<file path="config.mk">
export PLATFORM = sky130hd
export DESIGN_NAME = tb9_sender
export DESIGN_NICKNAME = d
export VERILOG_FILES = /design/src/rtl/tb9_sender_pkg.sv /design/src/rtl/tb9_sender.sv
export SDC_FILE = /design/constraint.sdc
export NUM_CORES = 1
export LEC_CHECK = 0
export ABC_CLOCK_PERIOD_IN_PS = 5800
export CORE_MARGIN = 5
export CORE_UTILIZATION = 55
export DETAILED_ROUTE_END_ITERATION = 12
export PLACE_DENSITY_LB_ADDON = 0.12
export SYNTH_ARGS = -nofsm -noshare
export SYNTH_HDL_FRONTEND = slang
export SYNTH_SLANG_ARGS = --single-unit
</file>
<file path="constraint.sdc">
create_clock -name clk -period 5.8 [get_ports clk]
set_input_delay 0.87 -clock clk [delete_from_list [all_inputs] [get_ports clk]]
set_output_delay 0.87 -clock clk [all_outputs]
set_load 0.01 [all_outputs]
</file>
<file path="src/rtl/tb9_sender_pkg.sv">
// tb9_sender_types: shared types and constants for the tb9_sender block.
//   tb9_sender_state_t : FSM state encoding (ST_WAIT_CMD, ST_SEND)
//   TB9_START_VALUE    : default value loaded into the sequence register on reset
package tb9_sender_types;

    typedef enum logic [0:0] {
        ST_WAIT_CMD = 1'b0,
        ST_SEND     = 1'b1
    } tb9_sender_state_t;

    localparam logic signed [31:0] TB9_START_VALUE = 32'sd1337;

endpackage

</file>
<file path="src/rtl/tb9_sender.sv">
// tb9_sender: transmitting end of the integer blocking-port handshake.
// Accepts a count command, then emits that many consecutive 32-bit values
// from a persistent sequence register, one per accepted transfer.
//
// Handshake (both ports): a transfer happens at a posedge where _notify and
// _sync are both 1. _notify is a registered output and never depends on _sync
// combinationally; the peer drives _sync when it is willing to transfer.
//
// Ports:
//   clk           in   clock, all state updates on posedge
//   rst           in   asynchronous active-high reset
//   cmd_in        in   signed count of values to send (<= 0 is discarded)
//   cmd_in_sync   in   peer offers cmd_in this cycle
//   cmd_in_notify out  block ready to accept a command
//   b_out         out  outgoing data value
//   b_out_sync    in   peer ready to take b_out this cycle
//   b_out_notify  out  b_out valid, block requests a transfer
//   m_out         out  last value successfully delivered
//   busy          out  high while a burst is in progress
module tb9_sender
    import tb9_sender_types::*;
#(
    parameter logic signed [31:0] START_VALUE = TB9_START_VALUE
) (
    input  logic               clk,
    input  logic               rst,
    input  logic signed [31:0] cmd_in,
    input  logic               cmd_in_sync,
    output logic               cmd_in_notify,
    output logic signed [31:0] b_out,
    input  logic               b_out_sync,
    output logic               b_out_notify,
    output logic signed [31:0] m_out,
    output logic               busy
);

    tb9_sender_state_t  state;
    logic signed [31:0] seq;
    logic        [31:0] remaining;

    // In ST_SEND, b_out always equals seq, so seq + 1 is the next value to
    // present. The addition wraps in two's complement with no saturation.
    logic signed [31:0] seq_next;
    assign seq_next = seq + 32'sd1;

    always_ff @(posedge clk, posedge rst) begin
        if (rst) begin
            state         <= ST_WAIT_CMD;
            seq           <= START_VALUE;
            remaining     <= 32'd0;
            cmd_in_notify <= 1'b1;
            b_out_notify  <= 1'b0;
            b_out         <= 32'sd0;
            m_out         <= 32'sd0;
            busy          <= 1'b0;
        end else begin
            case (state)
                ST_WAIT_CMD: begin
                    // Non-positive counts are consumed and dropped without
                    // leaving this state or touching the output port.
                    if (cmd_in_notify && cmd_in_sync && (cmd_in > 32'sd0)) begin
                        remaining     <= $unsigned(cmd_in);
                        b_out         <= seq;
                        b_out_notify  <= 1'b1;
                        cmd_in_notify <= 1'b0;
                        busy          <= 1'b1;
                        state         <= ST_SEND;
                    end
                end

                ST_SEND: begin
                    if (b_out_notify && b_out_sync) begin
                        m_out     <= b_out;
                        seq       <= seq_next;
                        remaining <= remaining - 32'd1;
                        if (remaining == 32'd1) begin
                            // Last value delivered; b_out keeps showing it.
                            b_out_notify  <= 1'b0;
                            cmd_in_notify <= 1'b1;
                            busy          <= 1'b0;
                            state         <= ST_WAIT_CMD;
                        end else begin
                            b_out <= seq_next;
                        end
                    end
                end

                default: begin
                    state <= ST_WAIT_CMD;
                end
            endcase
        end
    end

endmodule

</file>
Word-level counts from Yosys, hierarchy flattened
Cells that the tools add are included.

operators by class
  add/subtract/negate cells = 2
  order comparisons = 1
  equal/unequal tests = 5
  muxes and demuxes = 19
  bitwise logic cells = 1
  reduce and logical (&&, ||, !) cells = 7

operators with widths
  kind                                                                     number
  32-bit two-way mux                                                       5
  32-bit one-hot mux with 2 select lines                                   2
  32-bit by 2-bit adder with 32-bit output, second input constant          1
  32-bit by 1-bit == test with 1-bit output, second input constant         1
  32-bit by 1-bit > comparator with 1-bit output, second input constant    1
  32-bit by 1-bit subtractor with 32-bit output, second input constant     1
  1-bit two-way mux                                                        9
  1-bit one-hot mux with 2 select lines                                    3
  3-bit AND reduction                                                      2
  2-bit by 1-bit inequality test with 1-bit output, second input constant  2
  2-bit inequality test, second input constant                             2
  2-bit AND reduction                                                      2
  1-bit logical AND                                                        3
  1-bit inverter                                                           1

storage, ports and cells
  register bits after elaboration = 131
  input bits = 36
  output and inout port bits = 67

Longest topological paths before layout
Gate-level depths: netlist of the first run.

  word-level depth = 4
  depth in mapped cells = 7
  gate-level depth less buffers = 7

Worst setup path after synthesis of the first run
OpenSTA, ideal clock, no wires.

  path kind = input port to flip-flop
  start = input port cmd_in[5]
  end = register remaining[6]
  setup time = 0.127 ns
  data arrival time = 2.283 ns
  required time = 5.673 ns
  setup slack = 3.391 ns
  stages on the path = 6
  cells stage by stage = nor4_1 nand4_1 o2111a_1 clkbuf_1 clkbuf_1 a221o_2

on the way
  cells in the longest elaborated chain, start to end = 4

ends and longest elaborated chain
  what                                            RTL line          text
  from (decl)                                     tb9_sender.sv:27  input logic signed [31:0] cmd_in,
  32-bit by 1-bit > comparator with 1-bit output  tb9_sender.sv:61  if (cmd_in_notify && cmd_in_sync && (cmd_in > 32'sd0)) begin
  1-bit logical AND                               tb9_sender.sv:61
  2-bit inequality test (no source line)          -
  2-bit AND reduction (no source line)            -
  to (signal assigned)                            tb9_sender.sv:62  remaining <= $unsigned(cmd_in);
  to (signal assigned)                            tb9_sender.sv:75  remaining <= remaining - 32'd1;
  to (decl)                                       tb9_sender.sv:39  logic [31:0] remaining;

No other way between the ends.
A chain may end at the register's enable or synchronous reset.

Worst setup path after layout of the first run
  start = input port cmd_in[23]
  end = register b_out[1]

on the way
  cells in the longest elaborated chain, start to end = 4

ends and longest elaborated chain
  what                                            RTL line          text
  32-bit by 1-bit > comparator with 1-bit output  tb9_sender.sv:61
  1-bit logical AND                               tb9_sender.sv:61
  2-bit inequality test (no source line)          -
  3-bit AND reduction (no source line)            -
  to (signal assigned)                            tb9_sender.sv:63  b_out <= seq;
  to (signal assigned)                            tb9_sender.sv:83  b_out <= seq_next;
  to (decl)                                       tb9_sender.sv:30  output logic signed [31:0] b_out,

No other way between the ends.

==> results of run 1 <==
==> where the power goes <==
| part | total (W) | internal, W | switching [W] |
|---|---|---|---|
| sequential | 0.000915 | 0.000915 | 0 |
| clock | 0.00105 | 0.000668 | 0.000386 |
| combinational | 0.0000509 | 0.0000227 | 0.0000282 |
==> flip-flops by register name, indices dropped and copies added (netlist names) <==
name	count
b_out	32
m_out	32
remaining	32
seq	32
busy	1
cmd_in_notify	1
state	1
==> worst max-delay path, delay by kind of cell <==
kind                   cells  cell delay, ns
AND/OR/NAND/NOR            2            0.75
AO/OA/AOI/OAI              2            1.06
buffers and inverters      1            0.42
multiplexers               1            0.38
==> final cells by class <==
type                    count  area, um2  area share [%]
multi-input cells         501       3360            39.1
flip-flops and latches    131       3290            38.2
repair buffers            108       1070            12.4
clock buffers              25        526            6.12
well taps                 172        215            2.50
clock inverters             7       70.1           0.815
inverters                  18       70.1           0.815
==> cells by family after synthesis <==
family / synth area share, %
DFF: 47.6
adders and majority gates: 0.544
xor gates and xnor gates: 7.86
muxes: 8.95
and+or+nand+nor: 23.1
buffers and inverters: 3.95
AOI/OAI and AO/OA: 8.01
==> cell usage in the layout (no fill, tap or decap), types with 8 or more instances in the layout <==
cell and instances:
o21ai_0 16, dfrtp_1 124, clkbuf_16 17, o221a_2 8
nand2_1 139, inv_1 17, xnor2_1 25, nand3_1 24
mux2i_1 13, nor2_1 39, mux2_4 28, clkdlybuf4s50_1 102
nor3_1 35, nand4_1 9, nor4_1 23, xor2_1 37
==> through the flow <==
step / instances / utilization [%] / hold slack [ns] / power (W)
4_1_cts: 962 / 68.9 / 0.476 / 0.00204
2_1_floorplan: 687 / - / 0.461 / 0.000946
6_report: 962 / 68.9 / 0.472 / 0.00202
3_5_place_dp: 930 / 64.2 / 0.462 / 0.000983
3_3_place_gp: 930 / 64.2 / 0.456 / 0.000982
5_1_grt: 962 / 68.9 / 0.495 / 0.00209
==> routing by layer <==
layer  vias to the layer above  GRT usage, %
li1                       2617             -
met1                      2680          31.7
met2                       174          36.3
met3                        28          4.97
met4                         0          9.17
met5                         -             0
==> worst paths after layout <==
path                                    from            end  depth (start not counted)  slack [ns]
max in group asynchronous                rst        seq[25]                          3        3.56
worst min-delay path               m_out[14]      m_out[14]                          2        0.47
worst min register to register     m_out[14]      m_out[14]                          2        0.47
worst max register to register  remaining[0]  remaining[10]                          7        2.99
min in group asynchronous                rst       m_out[9]                          2        1.12
worst max-delay path              cmd_in[23]       b_out[1]                          6        2.59
==> out/summary.md, run 1 <==
Once the floorplan was initialized, standard cells occupied 55.4% of the core. The count of different cell masters after synthesis was 70. The final max-slew violation count was 0.

0 antenna diodes ended up in the layout. The number of buffer cells added on primary ports works out to 102. The tree is rooted in a clkbuf_16. The final count of hold timing violations is 0.

After filler insertion, the fill cell instance count of the layout stands at 993. The minimum clock period is 3.21 ns, and the initial antenna violation count is 0. At the end of routability-driven placement, the weighted congestion stood at 0.872. The biggest area contributor in the post-synthesis netlist is dfrtp_1.

OpenSTA, run right after detailed placement, puts the worst setup slack at 2.18 ns. HPWL reported at the end of detailed placement: 10900 um. The number of gates resized after cts is 0, and the slew at the pin closest to its max-slew limit is 1.11 ns. Dividing the detail-routed wire length by the instance count gives 17.1 um. Clock-pin slew reported for the worst setup and hold paths after clock tree synthesis: 0.06 ns.

The final period utilization is 55.3%, and the height of the chip is 122 um. Counting flops with a built-in enable in the synthesized netlist gives 0. The run finished with clean final reports. The number of clock sinks is 131, and the synthesis-stage register bit count is 131. The tools report the sort of element at the end of the critical path as a flop. Row generation in the floorplan step produced 41 rows. The ratio of total power to cell area is 235 nW/um2. For this design the static power due to leakage is 3.94 nW. Yosys printed 0 warnings. The final setup slack of the worst path was 2.59 ns; the post-placement cell area was 8000 um2. After synthesis, the share of flip-flops with an asynchronous set or reset is 100%. The most used flip-flop cell after synthesis was dfrtp_1. The highest routed metal layer is met4. The share of synthesized area in the top cell type comes to 44.9%. For the length of routed met2 wiring, the log shows 7750 um.

The commonest cells after synthesis are nand2_1, dfrtp_1, nor2_1. For the total wire length after detailed routing, the log shows 16500 um. The slowest stage of the critical path belongs to the cell o2111a_1. Adding up every negative setup slack in the final design gives 0 ns. 103 I/O pins were placed. The biggest fanout along the worst timing path is 32, and the worst clock skew on the final layout is 0.0107 ns. By area the synthesized netlist is led by dfrtp_1, nand2_1, mux2_4. TritonCTS built the clock tree.

The first-pass iteration count of the detailed router is 5. Cells with a size suffix above 1 make up 14.1% of the layout. Across all layers, the routed design uses 5499 vias. Using the TritonRoute via totals, the vias-per-cell ratio works out to 5.72.

Number of buffers created by CTS: 17. Setup violations remaining at the end of the flow were counted as 0. Entering global routing, the biggest net connects 92 pins.

The stage delay of the slowest cell on the critical path was 0.56 ns. For this run the aggregate overflow at the end of global routing stands at 0. Post-CTS timing repair inserted 0 buffers for setup. Each instance of the synthesized netlist takes up on average 10.1 um2. After routing the design area is 8590 um2. The global-route wire length before repair was 27300 um. The maximum vdd ir drop was 0.263 mV; the number of nets produced by synthesis was 726. For the count of hold buffers inserted by post-cts repair, the log shows 0.

The tools report the routed metal-1 wire length as 7490 um. After detailed routing, the number of remaining DRC violations is 0. The most common cell in the synthesized netlist is nand2_1. Core area: 12500 um2. For the worst-skew pair, the clock arrives at the later sink with an insertion delay of 0.42 ns.

The met3 wire length came out at 869 um. The instance count of the mapped netlist came out at 687. Counting along the longest clock path gives a buffer depth of 2.

The area growth from synthesis to layout is 24.4%. Global routing consumed, over all layers together, 23.2% of the routing resources. In the final design database the tool counted 816 nets. The worst setup path is of the input port to flop kind. The die area came out at 14900 um2.

Nature of the critical path startpoint: an input port. For the via count of the first global-routing pass, the log shows 5472. Setup repair after global routing left no endpoint under its margin. Once detail routing completed, the nets flagged for antenna violations numbered 0. The die boundary width was 122 um.

The worst pin sits at a relative slew slack of 26.1%. Type of the worst min-delay path: flop to flop. The fraction of the yosys area taken by sequential cells is 47.6%, and the cell area after synthesis is 6910 um2. Based on the critical path, the design can be clocked at up to 0.312 GHz. The detailed router finished its first iteration with 426 violations.

The tools report the H-tree level count as 4. The arrival time at the worst endpoint was 3.51 ns. The max-capacitance violation count was 0; the required time of the critical path was 6.10 ns. Traced cell by cell, the critical path runs through clkdlybuf4s50_1, nor4_1, nand4_1, o2111a_1, a21o_4, mux2_4.
No activity file was read; power rests on OpenSTA's default activity.
==> run 2, diff against run 1 <==
- ABC_CLOCK_PERIOD_IN_PS: 5800 -> 2900
- CORE_UTILIZATION: 55 -> 49
- clock period: 5.8 -> 2.9 ns (I/O delays scaled with it)
==> out/summary.md, run 2 (synthesis gave the netlist of run 1 again) <==
Grouping stages by cell kind, the critical path spends the most delay in simple AND/OR/NAND/NOR gates. For the post-route setup TNS, the log shows 0 ns (unchanged). The tools report the total DRC errors in the routed layout as 0 (unchanged). The via-per-instance ratio was 5.55 (-2.9%). The net load switching power was 0.000866 W (+110%). Setup repair after global routing left no endpoint under its margin. The number of buffer cells added on primary ports is 102 (unchanged). The total I/O pin count was 103 (unchanged); the worst-case register-to-register setup slack was 0.44 ns (-2.55 ns).

Leaving out fill and tap cells, the most frequent cell in the layout is nand2_1. The maximum vdd ir drop was 0.301 mV (+15%); the layout overhead on the synthesized area was 25.7%. Site row count: 43 (+4.9%). The clock-pin slew reported for the worst setup and hold paths after clock tree synthesis was 0.06 ns (about the same); the final count of negative-setup-slack endpoints was 0 (unchanged).

The fraction of layout instances using a drive strength above 1 was 15.4% (+1.4 points). Ratio of total power to cell area: 452 nW/um2 (+92%). For the first-pass iteration count of the detailed router, the log shows 5 (unchanged). On the critical path, the stage with the largest delay is an instance of nor4_1.

The cell depth of the worst min-delay path was 2 (unchanged); the highest clock rate was 0.406 GHz. The tightest min-delay check is of the flop to flop type. The average routed wire per standard cell is 17.0 um (-0.49%). The internal power contribution was 0.00305 W (+90%); the share of total power in sequential cells was 46.7% (+1.4 points).

Buffer cell driving the clock tree root: clkbuf_16. For the max-capacitance violation count, the log shows 0 (unchanged). The worst register-to-register path ends at remaining[23]. H-tree level count: 4 (unchanged).

The tools report the standby leakage power as 3.97 nW (+0.87%). The total of fill cells in the finished design is 1115 (+12%). The share of total power in the clock network came out at 50.7% (-1.5 points).

The worst slew slack as a fraction of its limit was 49.7% (+24 points). The largest net degree at the start of global routing is 106 (+15%). The slew at the pin closest to its max-slew limit works out to 0.748 ns (-0.361 ns).

The critical path in this run is classified as flop to flop. For the residual antenna-violating net count after detailed routing, the log shows 0 (unchanged). The part of the total power dissipated in combinational logic is 2.6% (about the same), and the net switching fraction of the power is 22.1% (+1.6 points). The arrival time at the worst endpoint was 2.76 ns (-0.75 ns). The die boundary width is 129 um (+5.5%). Overall overflow remaining after global route: 0 (unchanged). The run gives 0.42 ns (about the same) as the later-pin clock latency in the skew report. The buffering stage count on the worst path with inverters included was 0 (-1); the total wire length after detailed routing was 16800 um (+1.9%). The most frequent cell on the critical path is nor4_1. The count of hold buffers inserted by post-cts repair came out at 0 (unchanged). Number of clock sinks: 131 (unchanged). The initial antenna violation count is 0 (unchanged). Leaving out fill and tap cells, the most frequent cells in the layout are nand2_1, dfrtp_1, clkdlybuf4s50_1. The biggest fanout along the worst timing path works out to 5 (-84%). The path with the worst hold slack has its endpoint at m_out[30]. The worst setup path is captured at a flop. The number of buffers on the longest clock path came out at 2 (unchanged). For the core area, the log shows 13800 um2 (+11%). The startpoint identified for the worst register-to-register timing path is remaining[0]. The stage delay of the slowest cell on the critical path is 0.69 ns (+0.13 ns), and the via count of the first global-routing pass is 5376 (-1.8%).

The signal on the critical path passes through nor4_1, nand2_1, nor4_1, mux2_2, a221o_1. The total global routing track utilization is 20.8% (-2.4 points). The final max-slew violation count was 0 (unchanged); the worst clock skew on the final layout was 0.00729 ns (-0.00343 ns). STA classifies the critical path startpoint as a flop. The total via count in the routed design is 5466 (-0.60%). The detailed router's first-iteration violation count came out at 379 (-11%). The startpoint of the most critical hold path is m_out[30]. The height of the chip is 129 um (+5.5%), and the HPWL reported at the end of detailed placement is 11800 um (+8.5%). The number of buffers created by CTS was 17 (unchanged); the die area was 16600 um2 (+11%). The initial cell density of the core is 50.0% (-5.5 points). TritonCTS built the clock tree. The tools report the global-route wire length before repair as 27500 um (+0.91%). Number of cells traversed by the worst register-to-register path: 5 (-2). The required time of the critical path is 3.20 ns (-2.90 ns), and the final-stage net count is 831 (+1.8%). After layout, the minimum clock period comes to 2.46 ns. The number of gates resized after cts is 0 (unchanged). The post-CTS repair timing setup buffer count is 0 (unchanged), and the final count of hold timing violations is 0 (unchanged). The flow ran to the end, and the final reports show no timing, DRC or antenna violations.

For the antenna diode count, the log shows 0 (unchanged). Final period utilization: 84.8%. Global placer's final weighted congestion: 0.892 (+2.4%). The total chip power is 0.00392 W (+94%).
## run 2: cell types whose count changed in the layout (fill, tap and decap cells not counted), sizes merged
cell,before,now
buf,6,21
clkbuf,25,20
clkinv,5,8
clkinvlp,1,4
inv,18,17
## run 2: cell type report
class,count,area [um2],share of cell area [%]
flip-flops and latches,131,3290,37.9
repair buffers,123,1190,13.7
clock buffers,20,437,5.03
multi-input cells,501,3360,38.7
well taps,180,225,2.59
inverters,18,71.3,0.821
clock inverters,12,111,1.28
## run 2: power by group through the flow
stage / logic [W] / registers (W) / clock network (W)
2_1_floorplan: 0.0000316 / 0.00186 / 0
3_3_place_gp: 0.000105 / 0.00186 / 0
3_5_place_dp: 0.000106 / 0.00186 / 0
4_1_cts: 0.000106 / 0.00183 / 0.00203
5_1_grt: 0.000116 / 0.00183 / 0.00210
6_report: 0.000104 / 0.00183 / 0.00199
## run 2: through the flow
| step | instance area [um2] | hold WS [ns] | std cells | util [%] | setup slack [ns] |
|---|---|---|---|---|---|
| 5_1_grt | 8680 | 0.496 | 985 | 62.8 | 0.296 |
| 4_1_cts | 8680 | 0.476 | 985 | 62.8 | 0.483 |
| 2_1_floorplan | 6910 | 0.461 | 687 | - | 0.670 |
| 6_report | 8680 | 0.471 | 985 | 62.8 | 0.440 |
| 3_3_place_gp | 8130 | 0.456 | 953 | 58.8 | 0.169 |
| 3_5_place_dp | 8130 | 0.461 | 953 | 58.8 | 0.149 |
## run 2: worst max path at each step
stage	start	endpoint	slack, ns	depth (start not counted)
4_1_cts	seq[0]	b_out[28]	0.48	6
3_3_place_gp	cmd_in[29]	b_out[19]	0.17	6
6_report	remaining[0]	remaining[23]	0.44	5
5_1_grt	seq[0]	b_out[30]	0.30	6
2_1_floorplan	remaining[20]	remaining[23]	0.67	5
3_5_place_dp	cmd_in[29]	b_out[29]	0.15	6
## run 2: worst reg2reg max path: cells and delay by family (launching register included)
family             cells  cell delay, ns
AOI/OAI and AO/OA      1            0.29
DFF                    1            0.42
muxes                  1            0.37
and+or+nand+nor        3            1.26
## run 2: routing by layer
metal  track usage [%]  up-vias  part of all wire (%)
met2              31.4      154                    45
li1                  -     2638                     -
met5                 0        -                     0
met1              29.5     2649                    47
met4              6.67        0                   1.5
met3              5.23       25                   6.3
==> run 3, diff against run 2 <==
- ABC_CLOCK_PERIOD_IN_PS: 2900 -> 2300
- CORE_UTILIZATION: 49 -> 55
- clock period: 2.9 -> 2.3 ns (I/O delays scaled with it)
==> out/summary.md, run 3 (synthesis gave the netlist of run 1 again) <==
The number of buffers created by CTS was 17 (unchanged). The tools report the part of the total power dissipated in combinational logic as 2.8% (+0.2 points). The core area came out at 12500 um2 (-9.8%). The number of buffers on the longest clock path is 2 (unchanged), and the total chip power is 0.00551 W (+40%).

The number of buffer cells added on primary ports works out to 102 (unchanged). For the overall overflow remaining after global route, the log shows 0 (unchanged). Setup repair after global routing left no endpoint under its margin.

The total I/O pin count was 103 (unchanged); the total DRC errors in the routed layout was 0 (unchanged). The leading cell type in the layout, fill and taps excluded is nand2_1. The total wire length after detailed routing was 17900 um (+6.7%).

The run gives 52.2% (+2.5 points) as the worst slew slack as a fraction of its limit. The max-capacitance violation count was 0 (unchanged). The layout overhead on the synthesized area is 33.6%. The most critical setup path has its startpoint at remaining[6]. The slew at the pin closest to its max-slew limit is 0.718 ns (-0.0302 ns), and the global placer's final weighted congestion is 0.892 (about the same). In this run the critical register-to-register path is launched from remaining[6].

Nature of the critical path startpoint: a flop. Number of cells traversed by the worst register-to-register path: 6 (+1). The type of the worst min-delay path was input port to async pin.

The global-route wire length before repair is 29200 um (+6.2%), and the detailed router's first-iteration violation count is 476 (+26%). By startpoint and endpoint, the worst setup path is classified as flop to flop. The tools report the worst-case register-to-register setup slack as 0.05 ns (-0.39 ns). The run gives 131 (unchanged) as the number of clock sinks. The die boundary width is 122 um (-5.2%), and the fraction of layout instances using a drive strength above 1 is 21.3% (+5.9 points). The net switching fraction of the power is 19.0% (-3.1 points), and the worst clock skew on the final layout is 0.00648 ns (-0.000811 ns). The tree is rooted in a clkbuf_16. The run gives 4.30 nW (+8.2%) as the standby leakage power. The run finished with clean final reports. The arrival time at the worst endpoint was 2.55 ns (-0.21 ns); the ratio of total power to cell area was 597 nW/um2 (+32%).

The clock-pin slew reported for the worst setup and hold paths after clock tree synthesis is 0.06 ns (about the same). The sort of element at the end of the critical path was a flop. The post-CTS repair timing setup buffer count is 0 (unchanged), and the initial cell density of the core is 55.4% (+5.5 points). The biggest fanout along the worst timing path works out to 6 (+1). The logs give 0 (unchanged) for the final max-slew violation count and 0.00105 W (+21%) for the net load switching power.

TritonCTS built the clock tree. The site row count came out at 41 (-4.7%). The tools report the residual antenna-violating net count after detailed routing as 0 (unchanged). The minimum clock period was 2.25 ns (-0.209 ns); the final-stage net count was 880 (+5.9%). The tools report the total via count in the routed design as 5879 (+7.6%).

The final count of negative-setup-slack endpoints was 0 (unchanged). The initial antenna violation count came out at 0 (unchanged). First-pass iteration count of the detailed router: 5 (unchanged).

Post-route setup TNS: 0 ns (unchanged). The final period utilization is 97.9% (+13 points), and the final count of hold timing violations is 0 (unchanged). The largest net degree at the start of global routing came out at 132 (+25%).

The die area came out at 14900 um2 (-10%). In this run the critical register-to-register path is captured at remaining[23]. Via count of the first global-routing pass: 5994 (+11%). The required time of the critical path is 2.60 ns (-0.60 ns), and the H-tree level count is 4 (unchanged).

Highest clock rate: 0.444 GHz (+9.3%). The internal power contribution is 0.00446 W (+46%), and the maximum vdd ir drop is 0.468 mV (+55%). Total global routing track utilization: 24.6% (+3.9 points).

The via-per-instance ratio was 5.73 (+3.3%). The total of fill cells in the finished design came out at 907 (-19%). The HPWL reported at the end of detailed placement is 12200 um (+3.3%). The tools report the later-pin clock latency in the skew report as 0.42 ns (about the same). Leaving out fill and tap cells, the most frequent cells in the layout are nand2_1, dfrtp_1, clkdlybuf4s50_1. Share of total power in sequential cells: 41.9% (-4.8 points). The tools report the count of hold buffers inserted by post-cts repair as 0 (unchanged). The run gives 74.0% (+11 points) as the share of the core filled with cells. The average routed wire per standard cell works out to 17.4 um (+2.4%). The antenna diode count is 0 (unchanged), and the height of the chip is 122 um (-5.2%).

The share of total power in the clock network is 55.3% (+4.6 points).
==> run 3: worst max path at each step <==
| stage | to | slack, ns | depth (start not counted) |
|---|---|---|---|
| after global routing | remaining[25] | 0.007 | 6 |
| after floorplan | remaining[23] | 0.07 | 5 |
| final | remaining[23] | 0.05 | 6 |
| after CTS | b_out[9] | 0.03 | 5 |
| after global placement | b_out[16] | -0.27 | 6 |
| after detailed placement | b_out[13] | -0.31 | 6 |
==> run 3: layout make-up <==
| cell class | instances | area [um2] | share of cell area, % |
|---|---|---|---|
| Tap cell | 172 | 215 | 2.33 |
| Clock inverter | 7 | 168 | 1.82 |
| Clock buffer | 25 | 505 | 5.48 |
| Sequential cell | 131 | 3290 | 35.6 |
| Multi-Input combinational cell | 502 | 3430 | 37.2 |
| Timing Repair Buffer | 171 | 1550 | 16.8 |
| Inverter | 18 | 71.3 | 0.773 |
==> run 3: metal layers <==
layer / share of wire [%] / routed length, um / GRT usage [%] / vias up
met2: 49 / 8760 / 40.6 / 201
met4: 1.6 / 290 / 8.05 / 0
li1: - / - / - / 2738
met5: 0 / 0 / 0 / -
met1: 43 / 7780 / 32.4 / 2909
met3: 5.9 / 1060 / 5.57 / 31
==> run 3: critical path, stage by stage, from the launching register on <==
cell,delay [ns]
dfrtp_1,0.44
nor4_4,0.38
buf_4,0.21
nand2_1,0.13
nor4_2,0.32
mux2_2,0.37
a221o_1,0.28
==> run 3: power groups by stage <==
stage	clock network, W	logic (W)	registers [W]
floorplan	0	0.0000398	0.00235
global placement	0	0.000153	0.00235
detailed placement	0	0.000156	0.00235
CTS	0.00308	0.000156	0.00231
global route	0.00319	0.000169	0.00231
finish	0.00305	0.000153	0.00231
==> run 3: timing repair <==
action                     CTS  global route
pin swaps                    0             2
setup endpoints to repair    1            34
cloned                       0             1
gates resized for setup      1            10
==> run 3: stage by stage <==
step | cell area, um2 | hold WS, ns | setup WS, ns | std cells
floorplan | 6910 | 0.461 | 0.0700 | 687
global placement | 8480 | 0.456 | -0.272 | 993
detailed placement | 8480 | 0.462 | -0.306 | 993
CTS | 9160 | 0.477 | 0.0308 | 1025
global route | 9230 | 0.501 | 0.00746 | 1026
finish | 9230 | 0.456 | 0.0492 | 1026
